**config.mk**
```make
export PLATFORM = sky130hd
export DESIGN_NAME = md_issue_ctrl_flat
export DESIGN_NICKNAME = d
export VERILOG_FILES = /design/src/rtl/md_issue_ctrl_if.sv /design/src/rtl/md_issue_ctrl.sv /design/src/flat_wrapper.sv
export SDC_FILE = /design/constraint.sdc
export NUM_CORES = 1
export LEC_CHECK = 0
export CORE_AREA = 2 2 81 83
export DETAILED_ROUTE_END_ITERATION = 7
export DIE_AREA = 0 0 83 85
export MAX_ROUTING_LAYER = met4
export PLACE_DENSITY_LB_ADDON = 0.12
export SLEW_MARGIN = 20
export SYNTH_ARGS = -nofsm -noshare
export SYNTH_HDL_FRONTEND = slang
export SYNTH_SLANG_ARGS = --single-unit
```
**constraint.sdc**
```tcl
create_clock -name clk -period 3.1 [get_ports clk]
set_clock_uncertainty 0.15 [all_clocks]
set_input_delay 0.465 -clock clk [delete_from_list [all_inputs] [get_ports clk]]
set_output_delay 0.465 -clock clk [all_outputs]
set_load 0.1 [all_outputs]
```
**src/rtl/md_issue_ctrl_if.sv**
```systemverilog
// Command/response bundle between the E-stage issue controller and the HI/LO multiply-divide unit.
interface md_issue_ctrl_if;
  logic [3:0]  md_hilotype;
  logic [31:0] md_a;
  logic [31:0] md_b;
  logic        md_busy;
  logic [31:0] md_hilo;

  modport master (
    output md_hilotype,
    output md_a,
    output md_b,
    input  md_busy,
    input  md_hilo
  );

  modport slave (
    input  md_hilotype,
    input  md_a,
    input  md_b,
    output md_busy,
    output md_hilo
  );
endinterface

```
**src/rtl/md_issue_ctrl.sv**
```systemverilog
// E-stage issue controller for the HI/LO multiply-divide unit: decodes, issues, and stalls dependents.
// Optional macro MD_LAT_CHECK_EN: sticky lat_err cross-check of the internal counter vs md_busy.
module md_issue_ctrl #(
  parameter int unsigned MULT_LAT = 5,
  parameter int unsigned DIV_LAT  = 10,
  parameter int unsigned CNT_W    = 4
) (
  input  logic                  clk,
  input  logic                  reset,
  input  logic                  Req,
  input  logic                  e_valid,
  input  logic [3:0]            e_hilotype,
  input  logic [31:0]           e_rs,
  input  logic [31:0]           e_rt,
  md_issue_ctrl_if.master       md,
  output logic                  stall,
  output logic [31:0]           e_md_result,
  output logic                  lat_err
);

  // HI/LO op encoding shared with the decoder; 0 means no HI/LO op.
  localparam logic [3:0] HiloMult  = 4'd1;
  localparam logic [3:0] HiloMultu = 4'd2;
  localparam logic [3:0] HiloDiv   = 4'd3;
  localparam logic [3:0] HiloDivu  = 4'd4;
  localparam logic [3:0] HiloMadd  = 4'd5;
  localparam logic [3:0] HiloMaddu = 4'd6;
  localparam logic [3:0] HiloMsub  = 4'd7;
  localparam logic [3:0] HiloMsubu = 4'd8;
  localparam logic [3:0] HiloMthi  = 4'd9;
  localparam logic [3:0] HiloMtlo  = 4'd10;
  localparam logic [3:0] HiloMfhi  = 4'd11;
  localparam logic [3:0] HiloMflo  = 4'd12;

  typedef enum logic [1:0] {ClsNone, ClsStart, ClsMove, ClsRead} cls_e;
  typedef enum logic {StIdle, StRun} state_e;

  state_e           state_q, state_d;
  logic [CNT_W-1:0] cnt_q, cnt_d;
  cls_e             cls;
  logic             is_div;
  logic             hazard;
  logic             issue;

  always_comb begin
    cls    = ClsNone;
    is_div = 1'b0;
    case (e_hilotype)
      HiloMult, HiloMultu, HiloMadd, HiloMaddu, HiloMsub, HiloMsubu: cls = ClsStart;
      HiloDiv, HiloDivu: begin
        cls    = ClsStart;
        is_div = 1'b1;
      end
      HiloMthi, HiloMtlo: cls = ClsMove;
      HiloMfhi, HiloMflo: cls = ClsRead;
      default:            cls = ClsNone;
    endcase
  end

`ifdef MD_LAT_CHECK_EN
  assign hazard = (state_q == StRun);
`else
  assign hazard = (state_q == StRun) | md.md_busy;
`endif

  // Req wins over both issue and stall so the flush can drain the E stage.
  assign issue = e_valid & (cls != ClsNone) & ~hazard & ~Req;
  assign stall = e_valid & (cls != ClsNone) & hazard & ~Req;

  always_comb begin
    md.md_hilotype = issue ? e_hilotype : 4'd0;
    md.md_a        = issue ? e_rs : 32'd0;
    md.md_b        = issue ? e_rt : 32'd0;
    e_md_result    = (issue && cls == ClsRead) ? md.md_hilo : 32'd0;
  end

  always_comb begin
    state_d = state_q;
    cnt_d   = cnt_q;
    case (state_q)
      StIdle: begin
        if (issue && cls == ClsStart) begin
          state_d = StRun;
          cnt_d   = is_div ? CNT_W'(DIV_LAT) : CNT_W'(MULT_LAT);
        end
      end
      StRun: begin
        if (cnt_q != '0) cnt_d = cnt_q - 1'b1;
        // cnt == 0 in RUN is illegal; fall back to IDLE rather than hang.
        if (cnt_q <= CNT_W'(1)) state_d = StIdle;
      end
      default: state_d = StIdle;
    endcase
  end

  always_ff @(posedge clk or posedge reset) begin
    if (reset) begin
      state_q <= StIdle;
      cnt_q   <= '0;
    end else begin
      state_q <= state_d;
      cnt_q   <= cnt_d;
    end
  end

`ifdef MD_LAT_CHECK_EN
  logic issue_q;
  logic lat_err_q;
  logic early, late;

  assign early = (state_q == StRun) & ~md.md_busy & (cnt_q > CNT_W'(1));
  assign late  = (state_q == StIdle) & md.md_busy & ~issue_q;

  always_ff @(posedge clk or posedge reset) begin
    if (reset) begin
      issue_q   <= 1'b0;
      lat_err_q <= 1'b0;
    end else begin
      issue_q <= issue;
      if (early || late) lat_err_q <= 1'b1;
    end
  end

  assign lat_err = lat_err_q;
`else
  assign lat_err = 1'b0;
`endif

endmodule

```
**src/flat_wrapper.sv**
```systemverilog
// flat-port wrapper written by rule: the top's interface ports become plain ports
module md_issue_ctrl_flat 
#(
  parameter int unsigned MULT_LAT = 5,
  parameter int unsigned DIV_LAT  = 10,
  parameter int unsigned CNT_W    = 4
)
  (clk, reset, Req, e_valid, e_hilotype, e_rs, e_rt, stall, e_md_result, lat_err, md_md_hilotype, md_md_a, md_md_b, md_md_busy, md_md_hilo);
  md_issue_ctrl_if md_i ();
  input  logic clk;
  input  logic reset;
  input  logic Req;
  input  logic e_valid;
  input  logic [3:0] e_hilotype;
  input  logic [31:0] e_rs;
  input  logic [31:0] e_rt;
  output logic stall;
  output logic [31:0] e_md_result;
  output logic lat_err;
  output wire logic [$bits(md_i.md_hilotype)-1:0] md_md_hilotype;
  output wire logic [$bits(md_i.md_a)-1:0] md_md_a;
  output wire logic [$bits(md_i.md_b)-1:0] md_md_b;
  input wire logic [$bits(md_i.md_busy)-1:0] md_md_busy;
  input wire logic [$bits(md_i.md_hilo)-1:0] md_md_hilo;
  assign md_md_hilotype = md_i.md_hilotype;
  assign md_md_a = md_i.md_a;
  assign md_md_b = md_i.md_b;
  assign md_i.md_busy = md_md_busy;
  assign md_i.md_hilo = md_md_hilo;
  md_issue_ctrl #(.MULT_LAT(MULT_LAT), .DIV_LAT(DIV_LAT), .CNT_W(CNT_W)) u_core (.clk(clk), .reset(reset), .Req(Req), .e_valid(e_valid), .e_hilotype(e_hilotype), .e_rs(e_rs), .e_rt(e_rt), .md(md_i), .stall(stall), .e_md_result(e_md_result), .lat_err(lat_err));
endmodule
```
==> results by group <==
Outcome
  – Status: finished clean

Global routing
  – First-pass GRT wire length: 10300 um
  – Total congestion overflow: 0
  – Tot GR Track Use: 19.0%
  – Initial antenna violation count: 0
  – Vias in the first global route: 1832
  – Largest net degree at the start of global routing: 69

Layout
  – ANT cells: 0
  – Final-stage net count: around 480
  – Layout cell share with drive strength beyond 1: between 30% and 40%
  – P&R area growth vs syn: 277%
  – Post-layout util: 70.0%
  – Commonest non-fill, non-tap cell in the layout: clkdlybuf4s50_1
  – Most frequent cells in the layout: clkdlybuf4s50_1 (104), buf_12 (102), and2_1 (99)

Timing
  – Final period util: a little over nine tenths
  – Setup TNS Final: 0 ns
  – Fmax: around 340 MHz
  – RSZ-0062 raised after global routing: no
  – Slew @ Worst Pin: between 0.8 and 0.9 ns
  – Fin crit period: about 3 ns
  – Hold Violations, Final: 0
  – Max transition margin: between 30 and 40%
  – Setup violators final: 0
  – Slew Viols, Final: 0

Critical path
  – Worst setup endpoint: md_md_a[21]
  – Critical path class: primary input to output pin
  – Crit start category: primary input
  – Crit path from: e_hilotype[1]
  – Reg2reg end: u_core.cnt_q[3]
  – Slowest stage delay, CP: slightly below 0.6 ns
  – Reg2Reg Setup Slack: 1.10 ns
  – Worst R2R Path Depth: 5
  – Crit Path Max Fanout: 68
  – Worst path top cell family by delay: simple AND/OR/NAND/NOR gates
  – FF-to-FF Start: u_core.cnt_q[1]
  – Crit. End Element: output pin
  – Slowest stage cell on the critical path: or4_4
  – Worst EP arrival: 2.36 ns
  – Stages on worst setup path: 5
  – Buffer and inverter count on the worst path: 2
  – Crit-path cells: clkdlybuf4s50_1 -> or4_4 -> and4_4 -> and2_1 -> buf_12
  – Required time of the worst setup path: around 2.5 ns

Synthesis
  – Mapped Nets: around 270
  – Synth cell types: 34
  – Synth Instances: about 160
  – Sequential-to-total area share from yosys stat: 10.9%
  – Post-synthesis register bit count: 5
  – Cell Area, Synth: between 1000 and 1500 sq um
  – Synth warn: 0
  – Average cell area after synthesis: slightly above 7 sq um

Routing
  – Vias/cell: ~4.3
  – Pre-Repair DR Iteration Count: 4
  – Routed Antenna Nets: 0
  – DRC Markers: 0
  – Detailed router's first-iteration violation count: between 80 and 90
  – Detailed-route via count: 1908
  – Avg WL per Cell: about 16 um
  – Routed wire length: a little under 7000 um

Floorplanning
  – Die width: approximately 83 um
  – Core area: ~6200 sq um
  – Initial Utilization: 18.5%
  – Rows: 29
  – Die height: ~85 um
  – Num ports: a little over 200
  – Die area: 7060 sq um

Power
  – Pwr dens: about 260 nW/um^2
  – Switching power total: approximately 560 uW
  – VDD IR-drop max: approximately 0.00022 V
  – Pint: 572 uW
  – Clock power frac: a little over a tenth
  – Seq pwr share: a little over an eighth
  – Comb pwr share: about three quarters
  – Switch share: slightly below 50%
  – Leakage: roughly 1.8 nW

Placement
  – Dpl hpwl: around 6000 um
  – PortBufs: ~210
  – Routability congestion estimate from global placement: 0.844

Worst hold path
  – Worst Hold Class: primary input to asynchronous set/reset pin

CTS
  – Root Buffer: clkbuf_8
  – Post-CTS Setup Bufs: 0
  – Sink Count: 5
  – Max clock buf depth: 2
  – H-Tree Depth: 1
  – CTS tree: done
  – Clk slew on worst S/H paths: 0.04 ns
  – Clk_lat worst skew: roughly 0.23 ns
  – Cts hold-fix bufs: 0
  – CTS buffer count: 3
  – Gates resized, CTS repair: 0

Flow run
  – # Max-Cap Violations: 0
[metal layers]
layer	vias to the layer above	GRT usage, %	wire, um
met5	-	-	0
li1	927	-	-
met1	849	20.0	2470
met4	0	2.98	63
met3	7	4.28	547
met2	125	36.7	3870
[power groups by stage]
stage	sequential [mW]	clock, mW	combinational, mW
2_1_floorplan	0.125	0	0.518
3_3_place_gp	0.148	0	0.848
3_5_place_dp	0.149	0	0.862
4_1_cts	0.149	0.125	0.866
5_1_grt	0.159	0.129	0.900
6_report	0.152	0.123	0.862
[per-stage QoR]
step	instance area (sq um)	instances	hold slack [ns]	power [mW]	setup WS, ns
5_1_grt	4340	443	0.351	1.19	0.0426
6_report	4340	443	0.296	1.14	0.124
4_1_cts	4340	443	0.298	1.14	0.109
2_1_floorplan	1150	163	0.0935	0.643	0.373
3_3_place_gp	4300	439	0.416	0.996	0.148
3_5_place_dp	4300	439	0.421	1.01	0.109
[layout make-up]
type,count,area [sq um]
Clock buffer,4,45.0
Fill cell,463,1860
Inverter,4,15.0
Multi-Input combinational cell,142,938
Sequential cell,5,125
Tap cell,77,96.3
Timing Repair Buffer,211,3120
[Yosys cell counts]
library cell  instances  share of area, %
a21oi_1               1              0.43
a221o_1               1              0.87
a222oi_1              1              0.87
a32o_2                1              0.98
and2_1               99                54
and2_2                1              0.65
and3b_2               1              0.87
and4_4                1              0.98
buf_4                 1              0.65
buf_6                 3               2.9
clkbuf_1              8               2.6
conb_1                1              0.33
dfrtp_1               5                11
ha_1                  3               3.3
inv_1                 4               1.3
mux2_2                1              0.98
mux2i_1               1              0.87
nand2_1               4               1.3
nand2b_1              1              0.54
nand3_1               2              0.87
nor2_1                5               1.6
nor2b_1               2               1.1
nor3_1                1              0.43
nor3b_1               1              0.65
nor4b_1               2               1.5
nor4bb_1              1              0.87
o211a_1               1              0.87
o211ai_1              1              0.65
o21ai_0               1              0.43
o31ai_1               3               2.0
o32ai_1               2               1.5
or3_1                 1              0.54
or3b_2                1              0.76
or4_4                 1              0.98
[kinds of logic (layout without fill, tap and decap cells)]
logic type / Yosys count / in the layout / share of synthesized area (%)
AO/OA/AOI/OAI: 12 / 12 / 8.60
other: 1 / 1 / 0.326
AND/OR/NAND/NOR: 124 / 124 / 67.6
adder cells (fa/ha/maj): 3 / 3 / 3.26
multiplexers: 2 / 2 / 1.85
buffers and inverters: 16 / 219 / 7.51
flip-flops: 5 / 5 / 10.9
[state kept, by name, indices dropped and copies added (netlist names)]
register,cells
u_core.state_q,1
u_core.cnt_q,4
[worst min path at each step]
stage                         start               to  slack [ns]
global placement    u_core.cnt_q[0]  u_core.cnt_q[0]        0.42
detailed placement  u_core.cnt_q[0]  u_core.cnt_q[0]        0.42
finish                        reset  u_core.cnt_q[3]        0.30
global route                  reset  u_core.cnt_q[3]        0.35
CTS                           reset  u_core.cnt_q[3]        0.30
floorplan                     reset  u_core.cnt_q[0]        0.09
(Power assumes the default switching activity.)
